File: config.mk
export PLATFORM = sky130hd
export DESIGN_NAME = emern_scan_timing
export DESIGN_NICKNAME = d
export VERILOG_FILES = /design/src/rtl/emern_scan_timing.sv
export SDC_FILE = /design/constraint.sdc
export NUM_CORES = 1
export LEC_CHECK = 0
export ABC_AREA = 1
export CAP_MARGIN = 20
export CORE_MARGIN = 4
export CORE_UTILIZATION = 33
export DETAILED_ROUTE_END_ITERATION = 12
export PLACE_DENSITY = 0.66
export SYNTH_ARGS = -nofsm -noshare
export SYNTH_HDL_FRONTEND = slang
export SYNTH_SLANG_ARGS = --single-unit
File: constraint.sdc
create_clock -name clk -period 1.55 [get_ports clk]
set_input_delay 0.155 -clock clk [delete_from_list [all_inputs] [get_ports clk]]
set_output_delay 0.155 -clock clk [all_outputs]
set_load 0.03 [all_outputs]
File: src/rtl/emern_scan_timing.sv
// VGA scan-timing generator: free-running row/column counters, sync and blank
// terms delayed to match the pixel core, plus the vertical-blank command window.
module emern_scan_timing #(
   parameter int H_ACTIVE   = 640,
   parameter int H_FP       = 16,
   parameter int H_SYNC     = 96,
   parameter int H_BP       = 48,
   parameter int V_ACTIVE   = 480,
   parameter int V_FP       = 10,
   parameter int V_SYNC     = 2,
   parameter int V_BP       = 33,
   parameter int PIPE_DELAY = 1
) (
   input  logic       clk,
   input  logic       rst,
   output logic [9:0] row_counter,
   output logic [9:0] col_counter,
   output logic       h_sync,
   output logic       v_sync,
   output logic       screen_inactive,
   output logic       cmd_en,
   output logic       frame_start
);

   localparam int H_TOTAL = H_ACTIVE + H_FP + H_SYNC + H_BP;
   localparam int V_TOTAL = V_ACTIVE + V_FP + V_SYNC + V_BP;

   localparam logic [9:0] H_LAST   = 10'(H_TOTAL - 1);
   localparam logic [9:0] V_LAST   = 10'(V_TOTAL - 1);
   localparam logic [9:0] H_VIS    = 10'(H_ACTIVE);
   localparam logic [9:0] V_VIS    = 10'(V_ACTIVE);
   localparam logic [9:0] HS_START = 10'(H_ACTIVE + H_FP);
   localparam logic [9:0] HS_END   = 10'(H_ACTIVE + H_FP + H_SYNC);
   localparam logic [9:0] VS_START = 10'(V_ACTIVE + V_FP);
   localparam logic [9:0] VS_END   = 10'(V_ACTIVE + V_FP + V_SYNC);

   logic [9:0] col_next;
   logic [9:0] row_next;
   logic       col_wrap;
   logic       frame_wrap;
   logic [2:0] raw;
   logic [2:0] pipe [PIPE_DELAY];

   always_comb begin
      col_wrap   = (col_counter == H_LAST);
      frame_wrap = col_wrap && (row_counter == V_LAST);
      col_next   = col_wrap ? '0 : col_counter + 10'd1;
      row_next   = row_counter;
      if (col_wrap) begin
         row_next = (row_counter == V_LAST) ? '0 : row_counter + 10'd1;
      end
   end

   // Bit order in each stage: {hs, vs, blank}
   always_comb begin
      raw[2] = !((col_counter >= HS_START) && (col_counter < HS_END));
      raw[1] = !((row_counter >= VS_START) && (row_counter < VS_END));
      raw[0] = (col_counter >= H_VIS) || (row_counter >= V_VIS);
   end

   always_ff @(posedge clk) begin
      if (rst) begin
         col_counter <= '0;
         row_counter <= '0;
         cmd_en      <= 1'b0;
         frame_start <= 1'b0;
      end else begin
         col_counter <= col_next;
         row_counter <= row_next;
         // Registered from next-state values so both stay aligned with the counters
         cmd_en      <= (row_next >= V_VIS);
         frame_start <= frame_wrap;
      end
   end

   always_ff @(posedge clk) begin
      if (rst) begin
         for (int unsigned i = 0; i < PIPE_DELAY; i++) pipe[i] <= '1;
      end else begin
         pipe[0] <= raw;
         for (int unsigned i = 1; i < PIPE_DELAY; i++) pipe[i] <= pipe[i-1];
      end
   end

   assign h_sync          = pipe[PIPE_DELAY-1][2];
   assign v_sync          = pipe[PIPE_DELAY-1][1];
   assign screen_inactive = pipe[PIPE_DELAY-1][0];

endmodule

After elaboration in Yosys (flattened, before gate mapping)
Memory sizes are Yosys's and may differ from the RTL's.
Cells that the tools add are included.
W data, S select, Z words.

operators by class
  div/mod/pow operators = 0
  multiply operators = 0
  reduce and logical (&&, ||, !) cells = 8
  order comparisons = 7
  $add $sub $neg = 2
  shift-type cells = 0
  bitwise gates (word level) = 0
  multiplexer cells = 7
  equal/unequal tests = 2

operators with widths
  kind                     count
  $ge A10 B9 Y1 const B    3
  $add A10 B1 Y10 const B  2
  $eq A10 B10 Y1 const B   2
  $ge A10 B10 Y1 const B   2
  $mux W10                 2
  $lt A10 B10 Y1 const B   1
  $lt A10 B9 Y1 const B    1
  $mux W1                  4
  $logic_and A1 B1 Y1      3
  $mux W3                  1
  $reduce_or A3 Y1         1
  $logic_not A1 Y1         2
  $reduce_or A2 Y1         1
  $logic_or A1 B1 Y1       1

storage, ports and cells
  register bits = 22
  output and inout port bits = 25
  memories kept = 1
  ROM bits = 0
  latch bits = 0
  bits in writable memories = 3

memory list
  memory  words  width  rd ports  clocked after Yosys merged registers in  wr ports  RTL line  RTL
  pipe    1      3      1         0                                        1         42        logic [2:0] pipe [PIPE_DELAY];

Depth between registers and ports, before layout
  depth after elaboration = 4
  depth in mapped cells = 11
  gate-level depth less buffers = 11

Worst setup path before layout
Ideal clock, no wire load.

  path type = flip-flop to flip-flop
  start point = register col_counter[0]
  end point = register row_counter[3]
  arrival = 1579 ps
  required time = 1428 ps
  setup time = 122 ps
  path slack = -151 ps
  clock period less this slack = 1701 ps
  cell stages (with the launch flop) = 10
  buffers on the path = 0
  path through = dfxtp_1 ha_1 nand2_2 inv_1 nand2_2 nor2_2 nand2_2 or2_1 nand2_2 a21oi_1

on the way
  longest elaborated chain between the ends = 2

RTL lines
  what                      RTL line  RTL
  start: declaration        17        output logic [9:0] col_counter,
  start signal: assignment  68        col_counter <= col_next;
  $eq A10 B10 Y1            45        col_wrap = (col_counter == H_LAST);
  $mux W10                  49        if (col_wrap) begin
  end signal: assignment    69        row_counter <= row_next;
  end: declaration          16        output logic [9:0] row_counter,

No other way between the ends.
A chain may end at the register's enable or synchronous reset.

Final worst setup path
  start point = register row_counter[1]
  end point = output port row_counter[1]

No word-level cell between the ends.

==> summary.md <==
| Metric | Value |
|---|---|
| Worst Setup SP | row_counter[1] |
| Postcts setup bufs | 0 |
| Post-synthesis sequential area ratio | 37.84% |
| Final instance area | 1755 µm² |
| Syn Std Cell Area | 1323 µm² |
| GP Congestion | 0.8555 |
| HPWL after DPL | 2346 µm |
| Final setup violation count | 0 |
| DR pass1 iterations | 4 |
| Drt total wl | 2963 µm |
| GRT Overall Usage | 12.24% |
| Max Freq | 681.2 MHz |
| Drt wl/cell | 10.89 µm |
| Starting Density | 35.07% |
| Period utilization | 94.71% |
| Worst slew pin tran | 0.3270 ns |
| I/O Buffers | 26 |
| Clk buf depth | 2 |
| Post-synth cell types | 27 |
| Row cnt | 22 |
| Syn Inst Count | 187 |
| PnR worst setup slack | 0.08200 ns |
| CP max stage cell | clkdlybuf4s50_1 |
| Cell Area, Placed | 1695 µm² |
| Final net count | 232 |
| DR DRC count | 0 |
| First-pass GRT wire length | 5092 µm |
| Fill cells | 396 |
| CTS Sinks | 25 |
| Total global routing overflow | 0 |
| Critical Path Sink Type | output pin |
| Crit Reg-Reg Endpoint | row_counter[4] |
| N_diodes | 0 |
| Crit path depth | 1 |
| CP delay by family, top | buffers and inverters |
| Bufs and invs on worst path | 1 |
| Worst setup endpoint | row_counter[1] |
| Sequential Area | 513.0 µm² |
| Setup Skew | 0.002688 ns |
| Largest net degree at the start of global routing | 15 |
| Fin crit period | 1.468 ns |
| DR vias/cell | 4.559 |
| R2R depth | 8 |
| Initial DRC Count | 56 |
| # H-tree levels | 1 |
| Status | finished, final reports clean |
| Crit-path max FO | 4 |
| Die area | 5084 µm² |
| VDD IR max | 0.3234 mV |
| Commonest non-fill, non-tap cell in the layout | nand2_1 |
| Relative slew slack | 78.16% |
| I/O pin total | 27 |
| CP Class | register to output pin |
| Crit start category | register |
| Final ANT Viol Nets | 0 |
| Number of synthesis warnings | 0 |
| Via count | 1,240 |
| Max cap viols | 0 |
| Share of layout cells above drive strength 1 | 20.54% |
| Clk_lat worst skew | 0.27 ns |
| Worst-path clk slew | 0.09 ns |
| CP arrival | 1.31 ns |
| Worst-path cell chain | clkdlybuf4s50_1 |
| Multi-input gate area | 709.4 µm² |
| LEAKAGE | 0.0008087 µW |
| Hold Fails Final Rpt | 0 |
| Num CTS Buffers | 3 |
| Post-Syn Nets | 194 |
| Root Driver | clkbuf_8 |
| Data required, critical path | 1.39 ns |
| Commonest cells after routing, fill and taps aside | nand2_1, nor2_1, inv_1 |
| Syn_area_per_cell | 7.072 µm² |
| Cells after DPL | 268 |
| Core area | 3771 µm² |
| Die W | 71.31 µm |
| Fin cells | 272 |
| Final Max Slew Viols | 0 |
| Largest stage delay, worst path | 0.67 ns |
| #FFs+latches synth | 25 |
| Setup WS pre-CTS | 0.05364 ns |
| FF-to-FF setup slack | 0.11 ns |
| DIE HEIGHT | 71.31 µm |
| Pwr/cell area | 636.4 nW/µm² |
| Worst r2r src | row_counter[0] |
| Initial antenna violation count | 0 |
| Hold Path Class | register to register |
| TritonCTS clock tree | done |
| Area delta synth->final | 32.73% |
| Vias in the first global route | 1,147 |
| RSZ-0062 raised after global routing | yes |
registers in the layout, indices dropped and copies added (netlist names):
name and count:
cmd_en 1, frame_start 1, row_counter 10, col_counter 10, pipe 3
worst min-delay path by stage:
stage                         from             end  slack (ns)  cells past startpoint
detailed placement  col_counter[0]  col_counter[0]        0.43                      1
floorplan                      rst  row_counter[6]        0.34                      2
global route        col_counter[0]  col_counter[0]        0.46                      1
CTS                 col_counter[0]  col_counter[0]        0.45                      1
finish              col_counter[0]  col_counter[0]        0.44                      1
global placement    col_counter[0]  col_counter[0]        0.42                      1
synthesized netlist by cell type:
cell       count  area [µm²]
nand3_1       12       60.06
o2111ai_1      2       17.52
nor2_2         9       56.30
nor4_1         1       6.260
o21ai_0        5       25.02
a31oi_1        1       6.260
nor2_4         1       11.26
dfxtp_1       25       500.5
nand3_2        1       10.01
inv_4          1       6.260
nand4_1        4       25.02
nor3b_2        1       12.51
inv_2          4       15.01
buf_6          2       22.52
nand2_1       45       168.9
a211oi_1       1       7.510
or2_1          1       6.260
xor2_1         3       26.28
ha_1           5       62.56
inv_1         21       78.83
a21oi_1        6       30.03
nor3_1         5       25.02
buf_4          1       7.510
nor2_1        22       82.58
o31ai_1        1       7.510
nand3b_1       1       7.510
nand2_2        6       37.54
timing repair:
item	CTS	global route
gates resized for setup	13	12
hold buffers	0	0
setup endpoints to repair	13	11
pin swaps	0	3
gates cloned	0	0
cell type report:
class	instances	area share, %
multi-input combinational	133	40.41
sequential	25	29.22
clock buffer	3	2.352
inverter	26	5.702
clock inverter	1	0.2851
timing repair buffer	36	18.60
tap	48	3.421
logic make-up after synthesis:
| group | count (synthesis) | share of synthesized area [%] |
|---|---|---|
| adder cells (fa/ha/maj) | 5 | 4.730 |
| XOR/XNOR | 3 | 1.987 |
| flip-flops | 25 | 37.84 |
| buffers and inverters | 29 | 9.840 |
| AND/OR/NAND/NOR | 109 | 38.51 |
| AO/OA/AOI/OAI | 16 | 7.096 |
stage by stage:
stage	setup TNS, ns	utilization [%]	total power (µW)	hold WS (ns)
after global placement	0	44.96	740.8	0.4238
after floorplan	0	-	712.7	0.3364
after CTS	0	45.75	1140	0.4454
final	0	46.55	1117	0.4430
after detailed placement	0	44.96	740.5	0.4306
after global routing	-0.02097	46.55	1156	0.4622
report_power, final:
group	internal (µW)	leakage, µW	switching [µW]
registers	650	0.000206	7.57
logic	28.4	0.000578	39.1
clock network	180	0.0000255	213
total	858	0.000809	259
per-layer routing:
metal  wire (µm)  up-vias  GRT usage (%)
met5           0        -              0
met2        1371       21          20.31
met1        1430      544          16.04
li1            -      671              -
met3         121        4          1.403
met4          40        0          5.010
Power figures use the tool's default switching activity.
